**src/rtl/hazard_pkg.sv**
```systemverilog
// Shared definitions for the pipeline hazard controller and its helpers.
package hazard_pkg;

    localparam int REG_AW_DEF = 5;
    localparam int XLEN_DEF   = 32;
    localparam int CNT_W_DEF  = 32;

    // Sequencing states, exposed on state_o for debug.
    typedef enum logic [1:0] {
        ST_RUN    = 2'd0,
        ST_FREEZE = 2'd1,
        ST_LU     = 2'd2
    } state_t;

endpackage

```
**src/rtl/hazard_detect.sv**
```systemverilog
// Load-use hazard compare: a load in EX writes a register the ID instruction reads.
// Writes to x0 never create a dependency.
module hazard_detect
    import hazard_pkg::*;
#(
    parameter int REG_AW = REG_AW_DEF
) (
    input  logic [REG_AW-1:0] rs1,
    input  logic [REG_AW-1:0] rs2,
    input  logic              use_rs1,
    input  logic              use_rs2,
    input  logic [REG_AW-1:0] ex_rd,
    input  logic              ex_memread,
    output logic              lu_hz
);

    // Pure compare, no state.
    always_comb begin
        lu_hz = ex_memread && (ex_rd != '0) &&
                ((use_rs1 && (rs1 == ex_rd)) || (use_rs2 && (rs2 == ex_rd)));
    end

endmodule

```
**src/rtl/hazard_ctrl.sv**
```systemverilog
// Pipeline sequencing controller for the 5-stage core.
// Priority: memory stall > branch redirect (live or replayed) > load-use bubble.
// A redirect seen while frozen is parked in pend/pend_tgt and fires on release;
// a newer redirect overwrites an older parked one.
// Handshake: none; br_redirect_i is a single-cycle pulse qualified by itself,
// and br_target_i is only meaningful in that cycle.
module hazard_ctrl
    import hazard_pkg::*;
#(
    parameter int REG_AW = REG_AW_DEF,
    parameter int XLEN   = XLEN_DEF,
    parameter int CNT_W  = CNT_W_DEF
) (
    input  logic              clk_i,
    input  logic              rst_i,
    input  logic [REG_AW-1:0] id_rs1_i,
    input  logic [REG_AW-1:0] id_rs2_i,
    input  logic              id_use_rs1_i,
    input  logic              id_use_rs2_i,
    input  logic [REG_AW-1:0] ex_rd_i,
    input  logic              ex_memread_i,
    input  logic              br_redirect_i,
    input  logic [XLEN-1:0]   br_target_i,
    input  logic              icache_stall_i,
    input  logic              dcache_stall_i,
    output logic              pc_write_o,
    output logic              pc_redirect_o,
    output logic [XLEN-1:0]   pc_target_o,
    output logic              if_id_stall_o,
    output logic              if_id_flush_o,
    output logic              id_ex_bubble_o,
    output logic              back_stall_o,
    output logic [1:0]        state_o,
    output logic [CNT_W-1:0]  stall_cnt_o,
    output logic [CNT_W-1:0]  flush_cnt_o
);

    state_t            state;
    state_t            state_nxt;
    logic              pend;
    logic [XLEN-1:0]   pend_tgt;
    logic              pend_set;
    logic              pend_clr;
    logic              flush_inc;
    logic              mem_stall;
    logic              lu_hz;
    logic [CNT_W-1:0]  stall_cnt;
    logic [CNT_W-1:0]  flush_cnt;

    assign mem_stall = icache_stall_i | dcache_stall_i;

    hazard_detect #(.REG_AW(REG_AW)) u_detect (
        .rs1        (id_rs1_i),
        .rs2        (id_rs2_i),
        .use_rs1    (id_use_rs1_i),
        .use_rs2    (id_use_rs2_i),
        .ex_rd      (ex_rd_i),
        .ex_memread (ex_memread_i),
        .lu_hz      (lu_hz)
    );

    // Next state and pipeline controls; outputs fall to their reset values while reset is held.
    always_comb begin
        state_nxt      = ST_RUN;
        pc_write_o     = 1'b1;
        pc_redirect_o  = 1'b0;
        pc_target_o    = '0;
        if_id_stall_o  = 1'b0;
        if_id_flush_o  = 1'b0;
        id_ex_bubble_o = 1'b0;
        back_stall_o   = 1'b0;
        pend_set       = 1'b0;
        pend_clr       = 1'b0;
        flush_inc      = 1'b0;
        if (!rst_i) begin
            state_nxt = ST_RUN;
        end else if (mem_stall) begin
            pc_write_o    = 1'b0;
            if_id_stall_o = 1'b1;
            back_stall_o  = 1'b1;
            pend_set      = br_redirect_i;
            state_nxt     = ST_FREEZE;
        end else if (br_redirect_i || pend) begin
            // The ID instruction is squashed, so any load-use hazard is moot.
            pc_redirect_o  = 1'b1;
            pc_target_o    = br_redirect_i ? br_target_i : pend_tgt;
            if_id_flush_o  = 1'b1;
            id_ex_bubble_o = 1'b1;
            pend_clr       = 1'b1;
            flush_inc      = 1'b1;
        end else if (lu_hz && (state != ST_LU)) begin
            pc_write_o     = 1'b0;
            if_id_stall_o  = 1'b1;
            id_ex_bubble_o = 1'b1;
            state_nxt      = ST_LU;
        end
    end

    // State register.
    always_ff @(posedge clk_i or negedge rst_i) begin
        if (!rst_i) state <= ST_RUN;
        else        state <= state_nxt;
    end

    // Parked redirect: newest redirect during a freeze wins.
    always_ff @(posedge clk_i or negedge rst_i) begin
        if (!rst_i) begin
            pend     <= 1'b0;
            pend_tgt <= '0;
        end else if (pend_set) begin
            pend     <= 1'b1;
            pend_tgt <= br_target_i;
        end else if (pend_clr) begin
            pend     <= 1'b0;
        end
    end

    // Performance counters, wrapping naturally.
    always_ff @(posedge clk_i or negedge rst_i) begin
        if (!rst_i) begin
            stall_cnt <= '0;
            flush_cnt <= '0;
        end else begin
            if (!pc_write_o) stall_cnt <= stall_cnt + CNT_W'(1);
            if (flush_inc)   flush_cnt <= flush_cnt + CNT_W'(1);
        end
    end

    assign state_o     = state;
    assign stall_cnt_o = stall_cnt;
    assign flush_cnt_o = flush_cnt;

endmodule

```
**config.mk**
```make
export PLATFORM = sky130hd
export DESIGN_NAME = hazard_ctrl
export DESIGN_NICKNAME = d
export VERILOG_FILES = /design/src/rtl/hazard_pkg.sv /design/src/rtl/hazard_detect.sv /design/src/rtl/hazard_ctrl.sv
export SDC_FILE = /design/constraint.sdc
export NUM_CORES = 1
export LEC_CHECK = 0
export CAP_MARGIN = 20
export CORE_ASPECT_RATIO = 1.2
export CORE_UTILIZATION = 50
export CTS_BUF_LIST = sky130_fd_sc_hd__clkbuf_16
export DETAILED_ROUTE_END_ITERATION = 10
export GPL_ROUTABILITY_DRIVEN = 0
export GPL_TIMING_DRIVEN = 0
export PLACE_DENSITY_LB_ADDON = 0.25
export SYNTH_ARGS = -nofsm -noshare
export SYNTH_HDL_FRONTEND = slang
export SYNTH_SLANG_ARGS = --single-unit
```
**constraint.sdc**
```tcl
create_clock -name clk_i -period 4.05 [get_ports clk_i]
set_clock_uncertainty 0.1 [all_clocks]
set_input_delay 0.81 -clock clk_i [delete_from_list [all_inputs] [get_ports clk_i]]
set_output_delay 0.81 -clock clk_i [all_outputs]
set_load 0.01 [all_outputs]
```
==> results of run 1 <==
cell type report:
class | instances | area share (%)
Clock buffer | 9 | 3.22
Sequential cell | 99 | 35.4
Tap cell | 123 | 2.20
Timing Repair Buffer | 161 | 24.0
Buffer | 14 | 0.948
Multi-Input combinational cell | 305 | 32.9
Inverter | 6 | 0.322
Clock inverter | 7 | 1.00
sequential cells by signal (all words and copies together) (netlist names):
register     count
flush_cnt_o     32
pend_tgt        32
stall_cnt_o     32
state_o          2
pend             1
metal layers:
metal	up-vias	part of all wire, %	routed length (um)
met5	-	0	0
met4	0	2.2	255
met3	23	5.4	633
met2	125	51	5990
met1	1941	41	4780
li1	1820	-	-
power breakdown:
| part | switching [mW] | internal (mW) | leakage (nW) | total, mW |
|---|---|---|---|---|
| Sequential | 0.0992 | 1.10 | 1.28 | 1.20 |
| Combinational | 0.211 | 0.304 | 1.58 | 0.515 |
| Clock | 0.369 | 0.476 | 0.139 | 0.845 |
| Total | 0.679 | 1.88 | 3.00 | 2.56 |
logic make-up (layout without fill, tap and decap cells):
family / count (synthesis) / count (layout)
DFF: 99 / 99
adders and majority gates: 2 / 2
and+or+nand+nor: 159 / 159
xor gates and xnor gates: 72 / 72
AOI/OAI and AO/OA: 7 / 7
muxes: 65 / 65
buffers and inverters: 22 / 197
cells in the mapped netlist, drive strengths merged, types with 3 or more instances:
library cell,instances
a21oi,3
and2,3
and3,17
and4,5
buf,7
clkbuf,9
dfrtp,99
inv,6
mux2,33
mux2i,32
nand2,24
nand3,24
nand4,20
nor2,45
nor3,3
nor4,6
xnor2,53
xor2,19
cells in the final DEF, fill, tap and decap left out, drive strengths merged, types with 2 or more instances in the layout:
cell	instances
xor2	19
mux2	33
clkdlybuf4s50	156
and2b	2
nand2b	2
dfrtp	99
nor3	3
or2	2
clkbuf	16
nor4	6
inv	7
nand3	24
xnor2	53
nand4	20
bufbuf	2
a21oi	3
and3	17
buf	10
clkinvlp	3
and2	3
nor2	45
mux2i	32
ha	2
clkinv	2
nand2	24
and4	5
per-stage QoR:
stage | setup TNS, ns | hold slack, ns
after floorplan | 0 | 0.379
after global placement | -536.21 | 0.363
after detailed placement | -16.45 | 0.370
after CTS | 0 | 0.205
after global routing | 0 | 0.210
final | 0 | 0.200
timing repair:
item	CTS	global route
cloned	2	0
endpoints found under the hold margin	0	0
setup endpoints to repair	36	1
gates resized for setup	9	1
setup buffers	1	0
pin swaps	1	0
how the worst max path moves through the flow:
stage	endpoint	slack, ns	depth (start not counted)
after global routing	pc_target_o[17]	0.02	6
final	pc_target_o[17]	0.08	6
after floorplan	pc_target_o[10]	1.02	6
after global placement	pc_target_o[16]	-3.72	7
after detailed placement	pc_target_o[17]	-0.53	8
after CTS	pc_target_o[28]	0.08	6
worst max-delay path, cell delays in order:
cell,delay (ns)
clkdlybuf4s50_1,0.46
or3b_4,0.46
or2_2,0.39
clkbuf_4,0.22
nor2_1,0.16
clkdlybuf4s50_1,0.55
==> out/metrics.yaml, run 1 <==
run_status:
  status: "complete, no violations"
synthesis:
  syn_inst: 426
  synthAdderAreaFrac_pct: 0.515
  synth-xor-area-share_pct: 13.0
  synth_cell_type_count: 42
  syn-cell-area_um2: 4860
  synth_area_leaders: "dfrtp_1, xnor2_1, mux2_2, mux2i_1, xor2_1"
  synth_top_family_by_area: "simple AND/OR/NAND/NOR gates"
  synthFlopType: "dfrtp_1"
  synth_top_area_cell: "dfrtp_1"
  synth-compound-area-share_pct: 1.13
  synth_edf_count: 0
  avgSynthCellArea_um2: 11.4
  synth_top_area_share_pct: 51.0
  yosys_warnings: 0
  synth_fp_nets: 483
  synth_mux_area_share_pct: 14.2
  synth_async_sr_flop_share_pct: 100
  ys_seq_elements: 99
  yosys.area_share.simple_pct: 18.3
  ys_seq_area_share_pct: 51.0
floorplan:
  start_util_pct: 51.4
  io_pins: 159
  rows: 39
  core_um2: 9470
  die_x_um: 92.0
  die-area_um2: 10100
  die_h_um: 110
grt:
  gr-total-overflow: 0
  grt_max_degree: 40
  grt_usage_pct: 24.0
  grt_util_met3_pct: 6.10
  grt-busiest-layer: "met2"
  grt_first_pass_wirelength_mm: 18.7
  antenna_found_initial: 0
  grt_pass1_vias: 3947
  globalRouteMet1Util_pct: 28.7
  met2_usage_pct: 41.6
finish:
  fin_util_pct: 73.9
  num-fill-cells: 685
  layout.nets: 653
  drive_above_1_share_pct: 12.3
  area.growth.synth_to_final_pct: 43.9
  n_antenna_cell: 0
  layout.area.seq_um2: 2480
  multi_input_area_um2: 2300
  final_cells: 724
  final_area_um2: 7000
critical_path:
  crit_type: "input pin to output pin"
  cp-end-kind: "output pin"
  required_ns: 3.14
  arrival_ns: 3.06
  r2r-start: "stall_cnt_o[2]$_DFFE_PN0N_"
  reg2regPathDepth: 7
  cp_max_fo: 10
  rrSetupSlack_ns: 1.85
  crit_start: "dcache_stall_i"
  rr_endpoint: "stall_cnt_o[31]$_DFFE_PN0N_"
  startpoint_type: "input pin"
placement:
  pre_cts_ws_ns: -0.534
  hpwl_mm: 8.46
  place.port_buffers: 157
  dp.cells: 707
  place_area_um2: 6610
routing:
  route.detailed.wl_per_inst_um: 16.1
  via_count: 3909
  finalWirelength_mm: 11.7
  drc_errors: 0
  ant_nets: 0
  vias_per_cell: 5.40
  drtIter0Drc: 142
  first_pass_iters: 4
clock_network:
  cts.sinks: 99
  htreeDepth: 3
  clk_pin_slew_ns: 0.07
  clock_latency_ns: 0.35
  clock-root-buffer: "clkbuf_16"
  cts_tree: "done"
  cts_max_path_buffers: 2
  cts_hold_buf: 0
  cts_inserted_buffers: 9
sta:
  slew_violations: 0
  period_needed_ns: 3.97
  fmax_mhz: 252
  setup_viol: 0
  slew_headroom_pct: 52.3
  rsz0062_at_grt: "false"
  final_hold_viol_count: 0
  worstMarginPinSlew_ns: 0.716
  fin_ws_ns: 0.0784
  finalCritPeriodShare_pct: 98.1
pwr:
  vdd_ir_drop_max_uv: 228
  power_mw: 2.56
  power_density_nw_per_um2: 366
  p_leak_nw: 3.00
job:
  cap_violations: 0
min_path:
  min_path_type: "input pin to async pin"
Power figures use the tool's default switching activity.
==> run 2: changes to the inputs <==
--- a/config.mk
+++ b/config.mk
@@ -9,6 +9,7 @@
 export CORE_ASPECT_RATIO = 1.2
 export CORE_UTILIZATION = 50
 export CTS_BUF_LIST = sky130_fd_sc_hd__clkbuf_16
+export CTS_CLUSTER_DIAMETER = 150
 export DETAILED_ROUTE_END_ITERATION = 10
 export GPL_ROUTABILITY_DRIVEN = 0
 export GPL_TIMING_DRIVEN = 0
==> constraint.sdc (replaced) <==
create_clock -name clk_i -period 4.8 [get_ports clk_i]
set_clock_uncertainty 0.1 [all_clocks]
set_input_delay 0.96 -clock clk_i [delete_from_list [all_inputs] [get_ports clk_i]]
set_output_delay 0.96 -clock clk_i [all_outputs]
set_load 0.01 [all_outputs]
==> run 2 against run 1 <==
Non-clock buffer count did not move. Worst setup slack better by 0.12 ns. Via count decreased by 0.77%. Critical endpoint unchanged.
==> out/metrics.yaml, run 2 (synthesis results as in run 1) <==
run_status:
  status: "complete, no violations"  # unchanged
grt:
  grt_first_pass_wirelength_mm: 18.5  # was 18.7 mm
  gr-total-overflow: 0  # unchanged
  grt_pass1_vias: 3881  # was 3947
  antenna_found_initial: 0  # unchanged
  grt_max_degree: 71  # was 40
  grt_usage_pct: 23.5  # was 24.0%
pwr:
  p_clk_share_pct: 33.1  # was 33.0%
  vdd_ir_drop_max_uv: 192  # was 228 uV
  p_switching_mw: 0.573  # was 0.679 mW
  pwr-share-comb_pct: 19.9  # was 20.1%
  power_density_nw_per_um2: 310  # was 366 nW/um2
  p_leak_nw: 2.96  # was 3.00 nW
  p_sw_share_pct: 26.6  # was 26.5%
  p_seq_share_pct: 47.0  # was 46.9%
  p_int_mw: 1.58  # was 1.88 mW
critical_path:
  crit_top_cell: "clkbuf_1"  # was clkdlybuf4s50_1
  cp-end-kind: "output pin"  # unchanged
  startpoint_type: "input pin"  # unchanged
  required_ns: 3.74  # was 3.14 ns
  cp_max_fo: 38  # was 10
  max_stage_delay_ns: 0.56  # was 0.55 ns
  worstPathCellList: "buf_6 -> buf_16 -> or3b_4 -> or2_2 -> clkbuf_1 -> clkbuf_1 -> nor2_1 -> clkdlybuf4s50_1"  # was clkdlybuf4s50_1 -> or3b_4 -> or2_2 -> clkbuf_4 -> nor2_1 -> clkdlybuf4s50_1
  r2r-start: "stall_cnt_o[2]$_DFFE_PN0N_"  # unchanged
  crit_type: "input pin to output pin"  # unchanged
  arrival_ns: 3.54  # was 3.06 ns
  crit_start: "rst_i"  # was dcache_stall_i
  crit_slowest_cell: "clkdlybuf4s50_1"  # unchanged
  critPathTopFamily: "buffers and inverters"  # unchanged
  cp.buffers_inverters: 5  # was 3
floorplan:
  io_pins: 159  # unchanged
  rows: 39  # unchanged
  core_um2: 9470  # unchanged
  die_h_um: 110  # unchanged
  start_util_pct: 51.4  # unchanged
  die_x_um: 92.0  # unchanged
  die-area_um2: 10100  # unchanged
finish:
  multi_input_area_um2: 2290  # was 2300 um2
  n_antenna_cell: 0  # unchanged
  layout.area.seq_um2: 2480  # unchanged
  final_area_um2: 6940  # was 7000 um2
  final_common_cell: "clkdlybuf4s50_1"  # unchanged
  drive_above_1_share_pct: 11.6  # was 12.3%
  num-fill-cells: 703  # was 685
  area.growth.synth_to_final_pct: 42.7  # was 43.9%
  layout_common_cells: "clkdlybuf4s50_1, dfrtp_1, xnor2_1"  # unchanged
  layout.nets: 653  # unchanged
clock_network:
  clock_latency_ns: 0.35  # about the same
  cts_tree: "done"  # unchanged
  cts_inserted_buffers: 9  # unchanged
  cts_hold_buf: 0  # unchanged
  htreeDepth: 3  # unchanged
  clock-root-buffer: "clkbuf_16"  # unchanged
  clk_pin_slew_ns: 0.07  # about the same
  cts.sinks: 99  # unchanged
  cts_max_path_buffers: 2  # unchanged
sta:
  slew_violations: 0  # unchanged
  slew_headroom_pct: 51.4  # was 52.3%
  setup_viol: 0  # unchanged
  rsz0062_at_grt: "false"  # unchanged
  finalCritPeriodShare_pct: 95.9
  fmax_mhz: 217
  period_needed_ns: 4.60
  fin_hold_ws_ns: 0.379  # was 0.200 ns
  worstMarginPinSlew_ns: 0.730  # was 0.716 ns
  final_hold_viol_count: 0  # unchanged
routing:
  vias_per_cell: 5.36  # was 5.40
  first_pass_iters: 4  # unchanged
  via_count: 3879  # was 3909
  drtIter0Drc: 145  # was 142
  route.detailed.wl_per_inst_um: 16.0  # was 16.1 um
  finalWirelength_mm: 11.6  # was 11.7 mm
  drc_errors: 0  # unchanged
  ant_nets: 0  # unchanged
min_path:
  min_path_type: "register to register"  # was input pin to async pin
  min-delay-start: "stall_cnt_o[31]$_DFFE_PN0N_"
placement:
  place_area_um2: 6610  # unchanged
  place.port_buffers: 157  # unchanged
  hpwl_mm: 8.46  # unchanged
job:
  cap_violations: 0  # unchanged
==> run 2: final cells by class <==
class                   count  area share (%)
clock inverters             7            1.01
clock buffers               9            3.25
multi-input cells         305            33.1
repair buffers            159            23.4
flip-flops and latches     99            35.7
plain buffers              16           0.992
inverters                   6           0.325
well taps                 123            2.22
==> run 2: worst paths after layout <==
check                                         endpoint  slack [ns]  cells past startpoint
hold reg to reg            stall_cnt_o[31]$_DFFE_PN0N_        0.38                      1
max in group asynchronous   stall_cnt_o[3]$_DFFE_PN0N_        3.61                      2
hold / removal             stall_cnt_o[31]$_DFFE_PN0N_        0.38                      1
setup / recovery                       pc_target_o[17]        0.20                      8
setup reg to reg           stall_cnt_o[31]$_DFFE_PN0N_        2.58                      7
min in group asynchronous  flush_cnt_o[31]$_DFFE_PN0P_        0.41                      1
==> run 2: metrics by stage <==
step                      total power, mW  util [%]  setup TNS, ns  cells  worst slack, ns
after floorplan                      1.21         -              0    426             1.47
final                                2.15      73.3              0    724            0.196
after detailed placement             1.45      69.9          -1.65    707          -0.0845
after global placement               1.43      69.6        -400.31    706            -3.27
after CTS                            2.17      73.0              0    723           0.0383
after global routing                 2.26      73.3              0    724           0.0240
==> run 2: power by group through the flow <==
stage                     clock network [mW]  registers (mW)  logic (mW)
after floorplan                            0            1.03       0.183
after global placement                     0            1.02       0.412
after detailed placement                   0            1.02       0.427
after CTS                              0.732            1.01       0.431
after global routing                   0.765            1.03       0.466
final                                  0.712            1.01       0.428
==> run 2: routing by layer <==
layer  wire length [um]  vias to the layer above  global-route usage (%)
met2               5850                      127                    39.8
met4                252                        0                    9.38
met1               4730                     1916                    28.4
li1                   -                     1814                       -
met3                715                       22                    7.00
met5                  0                        -                       0
==> run 2: what timing repair did <==
item,CTS,global route
resized for setup,1,0
endpoints found under the setup margin,30,30
hold endpoints to repair,0,0
setup buffers,0,0
cloned,0,1
==> run 3: changes to the inputs <==
--- a/config.mk
+++ b/config.mk
@@ -5,13 +5,13 @@
 export SDC_FILE = /design/constraint.sdc
 export NUM_CORES = 1
 export LEC_CHECK = 0
-export CAP_MARGIN = 20
+export CAP_MARGIN = 5
 export CORE_ASPECT_RATIO = 1.2
 export CORE_UTILIZATION = 50
 export CTS_BUF_LIST = sky130_fd_sc_hd__clkbuf_16
 export CTS_CLUSTER_DIAMETER = 150
 export DETAILED_ROUTE_END_ITERATION = 10
-export GPL_ROUTABILITY_DRIVEN = 0
+export GPL_ROUTABILITY_DRIVEN = 1
 export GPL_TIMING_DRIVEN = 0
 export PLACE_DENSITY_LB_ADDON = 0.25
 export SYNTH_ARGS = -nofsm -noshare
==> results of run 3 <==
Final layout, timing and power as in run 2 (identical DEF).
